<file path="src/rtl/dehaze_pkg.sv">
// Shared definitions for the dehaze stream path.
// Transmitter FSM encoding and the neutral pad pixel value.
package dehaze_pkg;

  typedef enum logic [2:0] {
    S_IDLE,
    S_ACTIVE,
    S_HGAP,
    S_FLUSH,
    S_FGAP,
    S_DONE
  } tx_state_t;

  // All-ones pad pixel; users slice the low DATA_WIDTH bits.
  localparam logic [63:0] PAD_MAX = '1;

endpackage

</file>
<file path="src/rtl/pix_fifo.sv">
// Small synchronous pixel FIFO between the upstream source and the
// transmitter output stage; combinational read of the head entry.
module pix_fifo #(
  parameter int DATA_WIDTH = 8,
  parameter int DEPTH      = 4
) (
  input  logic                  clk,
  input  logic                  rst_n,
  input  logic                  clr,
  input  logic                  push,
  input  logic                  pop,
  input  logic [DATA_WIDTH-1:0] wr_data,
  output logic [DATA_WIDTH-1:0] rd_data,
  output logic                  full,
  output logic                  empty
);

  localparam int AW = (DEPTH > 1) ? $clog2(DEPTH) : 1;
  localparam logic [AW:0] CNT_FULL = (AW+1)'(DEPTH);

  logic [DATA_WIDTH-1:0] mem [DEPTH];
  logic [AW-1:0]         wr_ptr;
  logic [AW-1:0]         rd_ptr;
  logic [AW:0]           count;
  logic                  do_push;
  logic                  do_pop;

  assign full    = (count == CNT_FULL);
  assign empty   = (count == '0);
  assign do_push = push & ~full;
  assign do_pop  = pop & ~empty;
  assign rd_data = mem[rd_ptr];

  // Storage, pointers and occupancy; clr empties the FIFO for a new frame.
  always_ff @(posedge clk or negedge rst_n) begin
    if (!rst_n) begin
      for (int i = 0; i < DEPTH; i++) mem[i] <= '0;
      wr_ptr <= '0;
      rd_ptr <= '0;
      count  <= '0;
    end else if (clr) begin
      wr_ptr <= '0;
      rd_ptr <= '0;
      count  <= '0;
    end else begin
      if (do_push) begin
        mem[wr_ptr] <= wr_data;
        wr_ptr      <= wr_ptr + 1'b1;
      end
      if (do_pop) rd_ptr <= rd_ptr + 1'b1;
      unique case ({do_push, do_pop})
        2'b10:   count <= count + 1'b1;
        2'b01:   count <= count - 1'b1;
        default: count <= count;
      endcase
    end
  end

endmodule

</file>
<file path="src/rtl/dark_stream_tx.sv">
// Raster pixel transmitter: FIFO-buffered source, line gaps, sof/eol/eof
// markers and trailing all-ones pad lines to drain downstream windows.
module dark_stream_tx
  import dehaze_pkg::*;
#(
  parameter int DATA_WIDTH  = 8,
  parameter int IMG_WIDTH   = 640,
  parameter int IMG_HEIGHT  = 480,
  parameter int HBLANK      = 16,
  parameter int FLUSH_LINES = 1
) (
  input  logic                  clk,
  input  logic                  rst_n,
  input  logic                  start,
  input  logic                  s_valid,
  input  logic [DATA_WIDTH-1:0] s_data,
  output logic                  s_ready,
  output logic                  valid_out,
  output logic [DATA_WIDTH-1:0] data_out,
  output logic                  sof,
  output logic                  eol,
  output logic                  eof,
  output logic                  pad_out,
  output logic                  busy,
  output logic                  frame_done,
  output logic                  underrun
);

  localparam int TOTAL = IMG_WIDTH * IMG_HEIGHT;
  localparam int NROWS = IMG_HEIGHT + FLUSH_LINES;
  localparam int CW = (IMG_WIDTH > 1) ? $clog2(IMG_WIDTH) : 1;
  localparam int RW = (NROWS > 1) ? $clog2(NROWS) : 1;
  localparam int GW = (HBLANK > 0) ? $clog2(HBLANK + 1) : 1;
  localparam int IW = $clog2(TOTAL + 1);

  localparam logic [CW-1:0] COL_LAST = CW'(IMG_WIDTH - 1);
  localparam logic [RW-1:0] ROW_IMG_LAST = RW'(IMG_HEIGHT - 1);
  localparam logic [RW-1:0] ROW_PAD_LAST = RW'(NROWS - 1);
  localparam logic [GW-1:0] GAP_LAST =
    GW'((HBLANK > 0) ? HBLANK - 1 : 0);
  localparam logic [IW-1:0] IN_MAX = IW'(TOTAL);
  localparam logic [DATA_WIDTH-1:0] PAD_PIX = PAD_MAX[DATA_WIDTH-1:0];

  tx_state_t             state;
  logic [CW-1:0]         col;
  logic [RW-1:0]         row;
  logic [GW-1:0]         gap;
  logic [IW-1:0]         in_cnt;
  logic                  fill;
  logic                  fifo_full;
  logic                  fifo_empty;
  logic                  fifo_clr;
  logic                  push;
  logic                  pop;
  logic [DATA_WIDTH-1:0] fifo_rd;

  assign s_ready  = busy & ~fifo_full & (in_cnt < IN_MAX);
  assign push     = s_valid & s_ready;
  assign pop      = (state == S_ACTIVE) & ~fifo_empty;
  assign fifo_clr = (state == S_IDLE);

  pix_fifo #(
    .DATA_WIDTH(DATA_WIDTH),
    .DEPTH     (4)
  ) u_fifo (
    .clk    (clk),
    .rst_n  (rst_n),
    .clr    (fifo_clr),
    .push   (push),
    .pop    (pop),
    .wr_data(s_data),
    .rd_data(fifo_rd),
    .full   (fifo_full),
    .empty  (fifo_empty)
  );

  // Count accepted input pixels so the source is cut off after one frame.
  always_ff @(posedge clk or negedge rst_n) begin
    if (!rst_n) in_cnt <= '0;
    else if (state == S_IDLE) in_cnt <= '0;
    else if (push) in_cnt <= in_cnt + 1'b1;
  end

  // Frame FSM with raster counters and the registered output stage.
  // fill masks the first ACTIVE cycle: s_ready only rises on entry, so
  // the FIFO is necessarily empty then and that is not a source underrun.
  always_ff @(posedge clk or negedge rst_n) begin
    if (!rst_n) begin
      state      <= S_IDLE;
      col        <= '0;
      row        <= '0;
      gap        <= '0;
      fill       <= 1'b0;
      valid_out  <= 1'b0;
      data_out   <= '0;
      sof        <= 1'b0;
      eol        <= 1'b0;
      eof        <= 1'b0;
      pad_out    <= 1'b0;
      busy       <= 1'b0;
      frame_done <= 1'b0;
      underrun   <= 1'b0;
    end else begin
      valid_out  <= 1'b0;
      sof        <= 1'b0;
      eol        <= 1'b0;
      eof        <= 1'b0;
      pad_out    <= 1'b0;
      frame_done <= 1'b0;
      unique case (state)
        S_IDLE: begin
          if (start) begin
            state    <= S_ACTIVE;
            busy     <= 1'b1;
            col      <= '0;
            row      <= '0;
            gap      <= '0;
            fill     <= 1'b1;
            underrun <= 1'b0;
          end
        end
        S_ACTIVE: begin
          fill <= 1'b0;
          if (fifo_empty) begin
            if (!fill) underrun <= 1'b1;
          end else begin
            valid_out <= 1'b1;
            data_out  <= fifo_rd;
            sof       <= (row == '0) && (col == '0);
            if (col == COL_LAST) begin
              eol <= 1'b1;
              col <= '0;
              if (row < ROW_IMG_LAST) begin
                row   <= row + 1'b1;
                gap   <= '0;
                state <= (HBLANK > 0) ? S_HGAP : S_ACTIVE;
              end else if (FLUSH_LINES > 0) begin
                row   <= row + 1'b1;
                state <= S_FLUSH;
              end else begin
                eof   <= 1'b1;
                state <= S_DONE;
              end
            end else begin
              col <= col + 1'b1;
            end
          end
        end
        S_HGAP: begin
          if (gap == GAP_LAST) state <= S_ACTIVE;
          else gap <= gap + 1'b1;
        end
        S_FLUSH: begin
          valid_out <= 1'b1;
          data_out  <= PAD_PIX;
          pad_out   <= 1'b1;
          if (col == COL_LAST) begin
            eol <= 1'b1;
            col <= '0;
            if (row == ROW_PAD_LAST) begin
              eof   <= 1'b1;
              state <= S_DONE;
            end else begin
              row   <= row + 1'b1;
              gap   <= '0;
              state <= (HBLANK > 0) ? S_FGAP : S_FLUSH;
            end
          end else begin
            col <= col + 1'b1;
          end
        end
        S_FGAP: begin
          if (gap == GAP_LAST) state <= S_FLUSH;
          else gap <= gap + 1'b1;
        end
        S_DONE: begin
          frame_done <= 1'b1;
          busy       <= 1'b0;
          state      <= S_IDLE;
        end
        default: state <= S_IDLE;
      endcase
    end
  end

endmodule

</file>
<file path="config.mk">
export PLATFORM = sky130hd
export DESIGN_NAME = dark_stream_tx
export DESIGN_NICKNAME = d
export VERILOG_FILES = /design/src/rtl/dehaze_pkg.sv /design/src/rtl/pix_fifo.sv /design/src/rtl/dark_stream_tx.sv
export SDC_FILE = /design/constraint.sdc
export NUM_CORES = 1
export LEC_CHECK = 0
export ABC_AREA = 1
export CORE_AREA = 2 2 140 142
export DETAILED_ROUTE_END_ITERATION = 6
export DIE_AREA = 0 0 142 144
export GPL_TIMING_DRIVEN = 0
export PLACE_DENSITY = 0.55
export SYNTH_ARGS = -nofsm -noshare
export SYNTH_HDL_FRONTEND = slang
export SYNTH_HIERARCHICAL = 1
export SYNTH_SLANG_ARGS = --single-unit
export TNS_END_PERCENT = 10
</file>
<file path="constraint.sdc">
create_clock -name clk -period 3.63 [get_ports clk]
set_input_delay 0.726 -clock clk [delete_from_list [all_inputs] [get_ports clk]]
set_output_delay 0.726 -clock clk [all_outputs]
set_load 0.02 [all_outputs]
</file>
==> flow_metrics.tcl <==
set metrics [dict create \
    gp_congestion 0.799 \
    postCtsSetupRepairBufs 0 \
    drc_errors 0 \
    synth.most_common_cell "nand2_1" \
    setup_viol 0 \
    p_comb_frac 0.448 \
    yosys_warnings 6 \
    p_int_mw 2.67 \
    dpl-instance-area_mm2 0.00617 \
    synthesis.area_mm2 0.00557 \
    synthArstFlopShare 1.00 \
    die_area_mm2 0.0204 \
    synthTopCellsByCount "196 x nand2_1, 102 x dfrtp_1, 80 x nor2_1, 77 x inv_1, 55 x nand3_1" \
    synth-seq-cells 102 \
    hold_path.class "input pin to async pin" \
    p_switching_mw 2.07 \
    vias 4603 \
    p_leak_nw 3.07 \
    slew_viol_final 0 \
    antennaDiodeCount 0 \
    synth_nets 737 \
    layout_min_cycle_time_ns 2.88 \
    drive_above_1_share 0.104 \
    start_kind "flip-flop" \
    io_buffers 28 \
    power.density_mw_per_mm2 733 \
    clk_pin_slew_ns 0.08 \
    yosys.area.top_type "dfrtp_1" \
    drtPass1Iterations 5 \
    cts_buffers 9 \
    rsz0062_at_grt "false" \
    cts_tree "built" \
    status "finished clean" \
    rows 51 \
    sw_frac_of_total 0.436 \
    final-hold-violation-count 0 \
    synth_cell_types 37 \
    maxSlewHeadroom 0.565 \
    drt-total-wl_um 12800 \
    cp_max_fo 11 \
    synth-edff-count 0 \
    cts_resized 0 \
    synth_cells 713 \
    clkLatencyLatePin_ns 0.36 \
    netlist.area_leader.share 0.458 \
    instances_no_fill 996 \
    regArea_mm2 0.00255 \
    fin_tns_setup_ns 0 \
    initial_core_util 0.292 \
    critPathKind "flip-flop to flip-flop" \
    grt_pass1_wl_um 21800 \
    arrival_ns 3.13 \
    yosysSeqAreaShare 0.458 \
    avgSynthCellArea_um2 7.81 \
    root_buffer "clkbuf_16" \
    n_fill_cell 2023 \
    maxCapViolCount 0 \
    nNetsFinal 777 \
    grt_pass1_vias 4422 \
    skew_ns 0.0151 \
    rr_startpoint "u_fifo/count[2]$_DFFE_PN0P_" \
    synth.area.top_cells "dfrtp_1 46%, nand2_1 13%, nor2_1 5.4%, inv_1 5.2%, nand3_1 4.9%" \
    grt_start_max_net_pins 69 \
    setup_ws_ns 0.748 \
    worstSetupEndpointType "flip-flop" \
    tightest_slew_ns 0.652 \
    clk_path_buf_depth 2 \
    synthFlopType "dfrtp_1" \
    antenna_found_initial 0 \
    core_mm2 0.0191 \
    fmax_mhz 347 \
    power_frac_clock 0.202 \
    cp-startpoint "u_fifo/count[2]$_DFFE_PN0P_" \
    critical_path_required_ns 3.88 \
    die_h_um 144 \
    ant_nets 0 \
    grt_usage 0.134 \
    die_w_um 142 \
    drtIter0Drc 274 \
    pre_cts_ws_ns 0.559 \
    post_drt_wl_per_cell_um 12.9 \
    overflow 0 \
    io_pins 29 \
    synthToLayoutAreaGrowth_pct 16.1 \
    hold_buffers 0 \
    r2r_slack_ns 0.75 \
    seqPwrFrac 0.350 \
    avgViaCountPerCell 4.62 \
    irDropWorstVdd_v 0.000320 \
    cts_sinks 102 \
    dp_hpwl_um 9050 \
    h-tree-depth 3 \
    post-place-cells 980 \
    period_share 0.794 \
    final_area_mm2 0.00647 \
    multi_input_comb_area_mm2 0.00259 \
]
metrics by stage:
stage | utilization | total power, mW | hold slack, ns
after global routing | 0.339 | 5.14 | 0.353
after detailed placement | 0.324 | 3.83 | 0.462
after global placement | 0.322 | 3.82 | 0.461
after CTS | 0.339 | 4.82 | 0.334
after floorplan | - | 3.19 | 0.430
final | 0.339 | 4.74 | 0.320
cell families after synthesis:
logic type      Yosys count  share of synthesized area
compound gates          107                      0.111
simple gates            391                      0.319
fa+ha+maj                12                     0.0283
xor+xnor                  4                    0.00629
buf+inv                  97                     0.0770
flops                   102                      0.458
layer usage:
metal | share of wire | wire (um) | up-vias | GRT usage
met4 | 0.015 | 189 | 0 | 0.0458
met1 | 0.49 | 6340 | 2145 | 0.182
met3 | 0.022 | 288 | 12 | 0.0189
met2 | 0.47 | 6020 | 54 | 0.221
li1 | - | - | 2392 | -
met5 | 0 | 0 | - | 0
final cells by class:
cell class / instances / share of cell area
Buffer: 16 / 0.0193
Tap cell: 238 / 0.0461
Clock inverter: 6 / 0.00967
Inverter: 81 / 0.0470
Multi-Input combinational cell: 514 / 0.401
Timing Repair Buffer: 29 / 0.0472
Clock buffer: 10 / 0.0354
Sequential cell: 102 / 0.395
placed cells by master, fill, tap and decap left out, types with 3 or more instances in the layout:
| master | n |
|---|---|
| nor3_1 | 7 |
| clkdlybuf4s50_1 | 27 |
| inv_2 | 4 |
| o21ai_1 | 25 |
| buf_2 | 4 |
| clkbuf_1 | 5 |
| dfrtp_1 | 102 |
| or2_2 | 3 |
| o21ai_0 | 40 |
| inv_1 | 77 |
| nor2_1 | 80 |
| nand2_4 | 9 |
| nand2_1 | 196 |
| a21oi_1 | 13 |
| o22ai_1 | 8 |
| clkbuf_16 | 9 |
| buf_6 | 6 |
| o21ai_2 | 18 |
| nand2_2 | 7 |
| ha_1 | 11 |
| nand3_1 | 55 |
| nor2_2 | 3 |
| nand4_1 | 21 |
state kept, by name (all words and copies together) (netlist names):
signal         count
busy               1
col               10
data_out           8
eof                1
eol                1
fill               1
frame_done         1
gap                5
in_cnt            19
pad_out            1
row                9
sof                1
state              3
u_fifo/count       3
u_fifo/mem        32
u_fifo/rd_ptr      2
u_fifo/wr_ptr      2
underrun           1
valid_out          1
worst max-delay path, cell delays in order, from the launching register on:
cell	delay, ns
dfrtp_1	0.38
buf_6	0.13
nand2_4	0.07
inv_1	0.04
or2_1	0.22
nor2_1	0.16
nand3_2	0.20
inv_1	0.22
buf_4	0.24
nand2_4	0.10
nand2_2	0.12
inv_1	0.06
fa_1	0.41
xor2_1	0.18
nand3_1	0.08
nand2_1	0.05
nand2_1	0.05
nand2_1	0.05
power groups by stage:
stage	sequential (mW)	combinational (mW)	clock, mW
global route	1.70	2.39	1.04
CTS	1.66	2.16	0.993
finish	1.66	2.13	0.958
floorplan	1.71	1.47	0
detailed placement	1.67	2.16	0
global placement	1.68	2.14	0
final timing paths:
kind / endpoint / depth (start not counted)
max in group asynchronous: busy$_DFFE_PN0P_ / 2
min in group clk: gap[4]$_DFFE_PN0P_ / 2
hold / removal: u_fifo/mem[28]$_DFFE_PN0P_ / 1
setup / recovery: u_fifo/count[2]$_DFFE_PN0P_ / 17
setup reg to reg: u_fifo/count[2]$_DFFE_PN0P_ / 17
hold reg to reg: gap[4]$_DFFE_PN0P_ / 2
No activity file was read; power rests on OpenSTA's default activity.
==> RTL change 1, RTL diff (same flow settings) <==
Set the parameter `IMG_WIDTH` to 1280 (it was 640).
--- a/src/rtl/dark_stream_tx.sv
+++ b/src/rtl/dark_stream_tx.sv
@@ -4,7 +4,7 @@
   import dehaze_pkg::*;
 #(
   parameter int DATA_WIDTH  = 8,
-  parameter int IMG_WIDTH   = 640,
+  parameter int IMG_WIDTH   = 1280,
   parameter int IMG_HEIGHT  = 480,
   parameter int HBLANK      = 16,
   parameter int FLUSH_LINES = 1
Function: same outputs for any inputs over 10 cycles, from zero or initial values and one cycle with rst_n low; that may be too few to reach the edited logic, so the function may still have changed.
==> RTL change 1 against the original RTL <==
Final cell count increased by 1.2%. Routed wire length rose by 3.7%. Setup slack better by 0.22 ns. Total power is 3.4% higher. Area after synthesis grew 2.4%. Cell area up 2.0%. Sequential cell count is 2 higher. Hold slack better by 0.014 ns. Critical path type is now reg -> out. Highest routed layer unchanged.
==> RTL change 1: results (changes against the original RTL) <==
** Placement
- Final weighted congestion in routability-driven placement :: 0.820 (+2.7%)
- Count of placed standard cells including taps :: 992 (+1.2%)
- The setup slack at placement was 0.615 ns (+0.0562 ns).
- The HPWL after detailed placement came to 9280 um (+2.5%).

** Worst setup path
- Data arrival, critical path :: 1.94 ns (-1.19 ns)
- The delay of the slowest cell on the worst path was 0.60 ns (+0.19 ns).
- Family with the most delay on the worst path :: buffers and inverters
- The slowest stage of the critical path belongs to the cell sky130_fd_sc_hd__clkdlybuf4s50_1.
- Worst r2r path cells :: 15 (-2)
- Maximum net fanout on the critical path :: 4 (-7)

** Route
- Number of vias after detailed routing :: 4667 (+1.4%)
- The number of detailed-route iterations in the first pass is 4 (-1).
- The post-detailed-routing wire length is 13300 um (+3.7%).

** Global route
- GR met1 Demand/Resource :: 19.1% (+0.96 points)

** Synthesis
- Mapped Avg Cell Area :: 7.87 sq um (+0.69%)
- The share of the yosys chip area belonging to registers came to 45.6% (-0.19 points).
- Top-area cell type share of the netlist area :: 45.6% (-0.19 points)
- The post-synthesis share of cell area spent on xor and xnor gates came to 1.69% (+1.1 points).
- Synthesized-area fraction occupied by ao, oa, aoi and oai cells :: 11.5% (+0.42 points)
- The distinct cell type count after synthesis came to 39 (+5.4%).

** STA
- The measured slew at the worst slew-check pin came to 0.581 ns (-0.0714 ns).
- Minimum hold slack :: 0.334 ns (+0.0136 ns)
- Final worst clock skew :: 0.0127 ns (-0.00241 ns)

** Pwr
- The static leakage power came to 3.11 nW (+1.3%).

** Status
- Run status :: finished clean

** Cells and area
- Final #Nets :: 789 (+1.5%)
- Filler cell count in the final layout :: 1993 (-1.5%)
- Largest registers ranked by flip-flop count :: u_fifo/mem: 32 flops, in_cnt: 20 flops, col: 11 flops
-- RTL change 1: changes by cell type after synthesis, sizes merged, moves of 3 or more --
cell | unedited run | this run
a21oi | 13 | 19
nand2 | 212 | 226
nand3b | 1 | 5
buf | 12 | 15
o21ai | 83 | 80
xor2 | 2 | 9
inv | 81 | 67
nand4 | 21 | 14
nand3 | 57 | 51
-- RTL change 1: how the worst max path moves through the flow --
stage	start	endpoint	slack (ns)	depth (start not counted)
6_report	u_fifo/count[0]$_DFFE_PN0P_	s_ready	0.97	7
5_1_grt	state[1]$_DFFE_PN0P_	u_fifo/count[2]$_DFFE_PN0P_	0.79	14
4_1_cts	u_fifo/count[0]$_DFFE_PN0P_	s_ready	0.94	7
3_5_place_dp	s_valid	u_fifo/count[2]$_DFFE_PN0P_	0.62	12
3_3_place_gp	rst_n	frame_done$_DFF_PN0_	-2.46	1
2_1_floorplan	u_fifo/count[2]$_DFFE_PN0P_	u_fifo/count[2]$_DFFE_PN0P_	1.37	15
-- RTL change 1: logic make-up (layout without fill, tap and decap cells) --
logic type / after synthesis / count (layout)
AO/OA/AOI/OAI: 113 / 113
XOR/XNOR: 11 / 11
adder cells (fa/ha/maj): 12 / 12
buffers and inverters: 85 / 130
flip-flops: 104 / 104
AND/OR/NAND/NOR: 400 / 400
-- RTL change 1: worst reg2reg max path, cell delays in order (launching register included) --
cell and delay [ns]:
sky130_fd_sc_hd__dfrtp_1 0.44, sky130_fd_sc_hd__nor2_2 0.09, sky130_fd_sc_hd__nand2_4 0.08, sky130_fd_sc_hd__inv_1 0.05, sky130_fd_sc_hd__nor2_1 0.18, sky130_fd_sc_hd__nand3_1 0.17, sky130_fd_sc_hd__inv_1 0.34, sky130_fd_sc_hd__nand2_4 0.14
sky130_fd_sc_hd__nand2_2 0.13, sky130_fd_sc_hd__inv_1 0.06, sky130_fd_sc_hd__fa_1 0.41, sky130_fd_sc_hd__xor2_1 0.18, sky130_fd_sc_hd__nand3_1 0.08, sky130_fd_sc_hd__nand2_1 0.05, sky130_fd_sc_hd__nand2_1 0.05, sky130_fd_sc_hd__nand2_1 0.05
-- RTL change 1: area by class of cell --
class / count / area share, %
clock buffers: 9 / 3.42
plain buffers: 18 / 2.22
repair buffers: 29 / 4.63
multi-input cells: 536 / 40.9
flip-flops and latches: 104 / 39.5
well taps: 238 / 4.52
clock inverters: 7 / 0.930
inverters: 67 / 3.89
-- RTL change 1: power breakdown --
group          internal (mW)  switching [mW]  leakage [nW]
logic                  0.776            1.49          1.58
clock network          0.480           0.487         0.144
registers               1.46           0.203          1.38
-- RTL change 1: stage by stage --
step                total power, mW  cell area, sq um
CTS                            4.98              6590
global placement               3.97              6280
detailed placement             3.99              6310
floorplan                      3.29              5700
finish                         4.90              6590
global route                   5.33              6590
==> RTL change 2, RTL diff (same flow settings) <==
Without the edit above. Reset style: synchronous (`rst_n`), changed in 3 clocked blocks.
--- a/src/rtl/pix_fifo.sv
+++ b/src/rtl/pix_fifo.sv
@@ -32,7 +32,7 @@
   assign rd_data = mem[rd_ptr];
 
   // Storage, pointers and occupancy; clr empties the FIFO for a new frame.
-  always_ff @(posedge clk or negedge rst_n) begin
+  always_ff @(posedge clk) begin
     if (!rst_n) begin
       for (int i = 0; i < DEPTH; i++) mem[i] <= '0;
       wr_ptr <= '0;
--- a/src/rtl/dark_stream_tx.sv
+++ b/src/rtl/dark_stream_tx.sv
@@ -75,7 +75,7 @@
   );
 
   // Count accepted input pixels so the source is cut off after one frame.
-  always_ff @(posedge clk or negedge rst_n) begin
+  always_ff @(posedge clk) begin
     if (!rst_n) in_cnt <= '0;
     else if (state == S_IDLE) in_cnt <= '0;
     else if (push) in_cnt <= in_cnt + 1'b1;
@@ -84,7 +84,7 @@
   // Frame FSM with raster counters and the registered output stage.
   // fill masks the first ACTIVE cycle: s_ready only rises on entry, so
   // the FIFO is necessarily empty then and that is not a source underrun.
-  always_ff @(posedge clk or negedge rst_n) begin
+  always_ff @(posedge clk) begin
     if (!rst_n) begin
       state      <= S_IDLE;
       col        <= '0;
Check against the original RTL: differs if rst_n is asserted again (counterexample within 4 cycles, from zero or initial values and one cycle with rst_n low); with rst_n held inactive, the same outputs for 10 cycles.
==> RTL change 2 against the original RTL <==
Setup slack lost 0.061 ns. Hold slack gained 0.14 ns. Core utilization shrank 1.8 points. Cell area shrank 5.4%. Routed wire length shrank 8.5%. Synthesized cell count shrank 1.8%. Via count shrank 4.9%. Count of clock-buffer cells in the layout shrank 1. Area after synthesis shrank 6.3%. Global-route usage shrank 1.3 points. Sequential cell count grew 2. Largest cell class unchanged. Highest routed layer unchanged.
Power is not compared: it rests on default switching activity, and its combinational part moved more than twofold at a synthesized area within 25%.
==> RTL change 2: results (changes against the original RTL) <==
** Placement
- Placement Setup Slack :: 0.316 ns (-0.243 ns)
- The count of buffers inserted at the top-level ports is 28 (unchanged).
- The HPWL after detailed placement was 8640 um (-4.5%).
- The area of placed instances came to 5800 sq um (-6.1%).
- The number of cells after detailed placement is 966 (-1.4%).
- The weighted congestion reported at the end of routability-driven placement is 0.829 (+3.8%).

** CTS
- The clock transition time at the flip-flop clock pins of the worst setup and hold paths was 0.08 ns (about the same).
- Count of instances resized after the clock tree is built :: 0 (unchanged)
- Buffer levels on the longest clock path :: 2 (unchanged)
- The tree is rooted in a sky130_fd_sc_hd__clkbuf_16.
- The number of CTS-inserted buffers came to 9 (unchanged).

** Synthesis
- Yosys attributes the largest share of cell area to sky130_fd_sc_hd__dfxtp_1 28%, sky130_fd_sc_hd__edfxtp_1 18%, sky130_fd_sc_hd__nand2_1 11%.
- Mapped Avg Cell Area :: 7.46 sq um (-4.5%)
- Post-synthesis sequential area ratio :: 46.0% (+0.20 points)
- Most common library cells after synthesis :: 151 x sky130_fd_sc_hd__nand2_1, 133 x sky130_fd_sc_hd__nor2_1, 75 x sky130_fd_sc_hd__inv_1, 72 x sky130_fd_sc_hd__dfxtp_1
- Post-Syn Nets :: 721 (-2.2%)
- Synth Warn # :: 6 (unchanged)
- Number of enable-type register cells in the synthesized netlist :: 32 (+32)
- Asr flop ratio synth :: 0% (-100 points)
- Primary flip-flop cell chosen by synthesis mapping :: sky130_fd_sc_hd__dfxtp_1

** Route
- Number of vias per cell after detailed routing :: 4.46 (-3.6%)
- The violation count after the first detailed-route iteration was 227 (-17%).
- The count of vias placed by the detailed router is 4376 (-4.9%).
- Total routed wirelength :: 11700 um (-8.5%)
- The number of detailed-route iterations in the first pass came to 4 (-1).
- The post-detailed-route DRC marker count came to 0 (unchanged).

** Global route
- Global-route wire length before repair :: 19800 um (-9.1%)
- All-layer global routing usage :: 12.1% (-1.3 points)
- Largest net degree at the start of global routing :: 23 (-67%)
- Via count of the first global-routing pass :: 4023 (-9.0%)

** STA
- The worst clock skew came to 0.0105 ns (-0.00458 ns).
- Minimum hold slack :: 0.457 ns (+0.137 ns)
- The measured slew at the worst slew-check pin was 0.783 ns (+0.131 ns).

** Worst setup path
- The worst path arrival time was 2.93 ns (-0.20 ns).
- Reg-to-reg endpoint :: u_fifo/mem[0][1]$_SDFFCE_PN0P_
- The worst-case register-to-register setup slack was 0.69 ns (-0.06 ns).
- Worst r2r path cells :: 9 (-8)
- Maximum net fanout on the critical path :: 13 (+2)
- Startpoint of the most critical register-to-register path :: u_fifo/count[1]$_SDFFE_PP0P_

** Cells and area
- The number of inserted diodes is 0 (unchanged).
- The number of fill cells in the layout was 2040 (+0.84%).
- Share of final-layout standard cells stronger than drive strength 1 :: 8.87% (-1.6 points)
- Final #Nets :: 760 (-2.2%)

** Hold path
- Worst Hold End :: in_cnt[18]$_SDFFE_PP0P_
- Worst hold path type :: reg -> reg

** Pwr
- Leakage power :: roughly 2.3 nW

** Status
- Run status :: finished clean
## RTL change 2: final cells by class
type	count	area, sq um	share of cell area (%)
Sequential cell	104	2400	39.3
Buffer	13	58.8	0.961
Timing Repair Buffer	28	280	4.58
Tap cell	238	298	4.87
Clock inverter	7	93.8	1.53
Multi-Input combinational cell	498	2440	39.9
Clock buffer	9	225	3.68
Inverter	85	322	5.26
## RTL change 2: routing by layer
metal  GRT usage, %  up-vias  wire [um]
met1           16.0     1968       5820
li1               -     2345          -
met4           5.26        0        246
met2           19.9       48       5430
met3           1.62       15        250
met5              0        -          0
## RTL change 2: critical path, stage by stage, from the launching register on
cell and delay [ns]:
sky130_fd_sc_hd__dfxtp_1 0.36, sky130_fd_sc_hd__nor2_1 0.07, sky130_fd_sc_hd__nand2_1 0.17, sky130_fd_sc_hd__inv_1 0.08, sky130_fd_sc_hd__nor2_1 0.17, sky130_fd_sc_hd__nand3_1 0.24, sky130_fd_sc_hd__inv_1 0.15, sky130_fd_sc_hd__buf_2 0.28
sky130_fd_sc_hd__nand4_2 0.33, sky130_fd_sc_hd__o21ai_1 0.73
## RTL change 2: how the worst max path moves through the flow
stage	slack (ns)	depth (start not counted)	start	end
2_1_floorplan	1.36	13	s_valid	u_fifo/count[2]$_SDFFE_PP0P_
3_3_place_gp	0.33	6	s_valid	u_fifo/mem[0][4]$_SDFFCE_PN0P_
3_5_place_dp	0.32	6	s_valid	u_fifo/mem[0][4]$_SDFFCE_PN0P_
4_1_cts	0.61	9	u_fifo/count[1]$_SDFFE_PP0P_	u_fifo/mem[0][1]$_SDFFCE_PN0P_
5_1_grt	0.37	9	u_fifo/count[1]$_SDFFE_PP0P_	u_fifo/mem[0][6]$_SDFFCE_PN0P_
6_report	0.69	9	u_fifo/count[1]$_SDFFE_PP0P_	u_fifo/mem[0][1]$_SDFFCE_PN0P_
## RTL change 2: cells by family (layout without fill, tap and decap cells)
| logic type | count (synthesis) | count (layout) | synth area share (%) |
|---|---|---|---|
| flip-flops | 104 | 104 | 46.0 |
| adder cells (fa/ha/maj) | 9 | 9 | 2.30 |
| buffers and inverters | 98 | 142 | 7.28 |
| AO/OA/AOI/OAI | 97 | 97 | 10.2 |
| XOR/XNOR | 9 | 9 | 1.51 |
| AND/OR/NAND/NOR | 383 | 383 | 32.7 |
## RTL change 2: power by group
| part | internal (mW) | switching [mW] |
|---|---|---|
| logic | 0.251 | 0.535 |
| registers | 1.29 | 0.0657 |
| clock network | 0.503 | 0.518 |
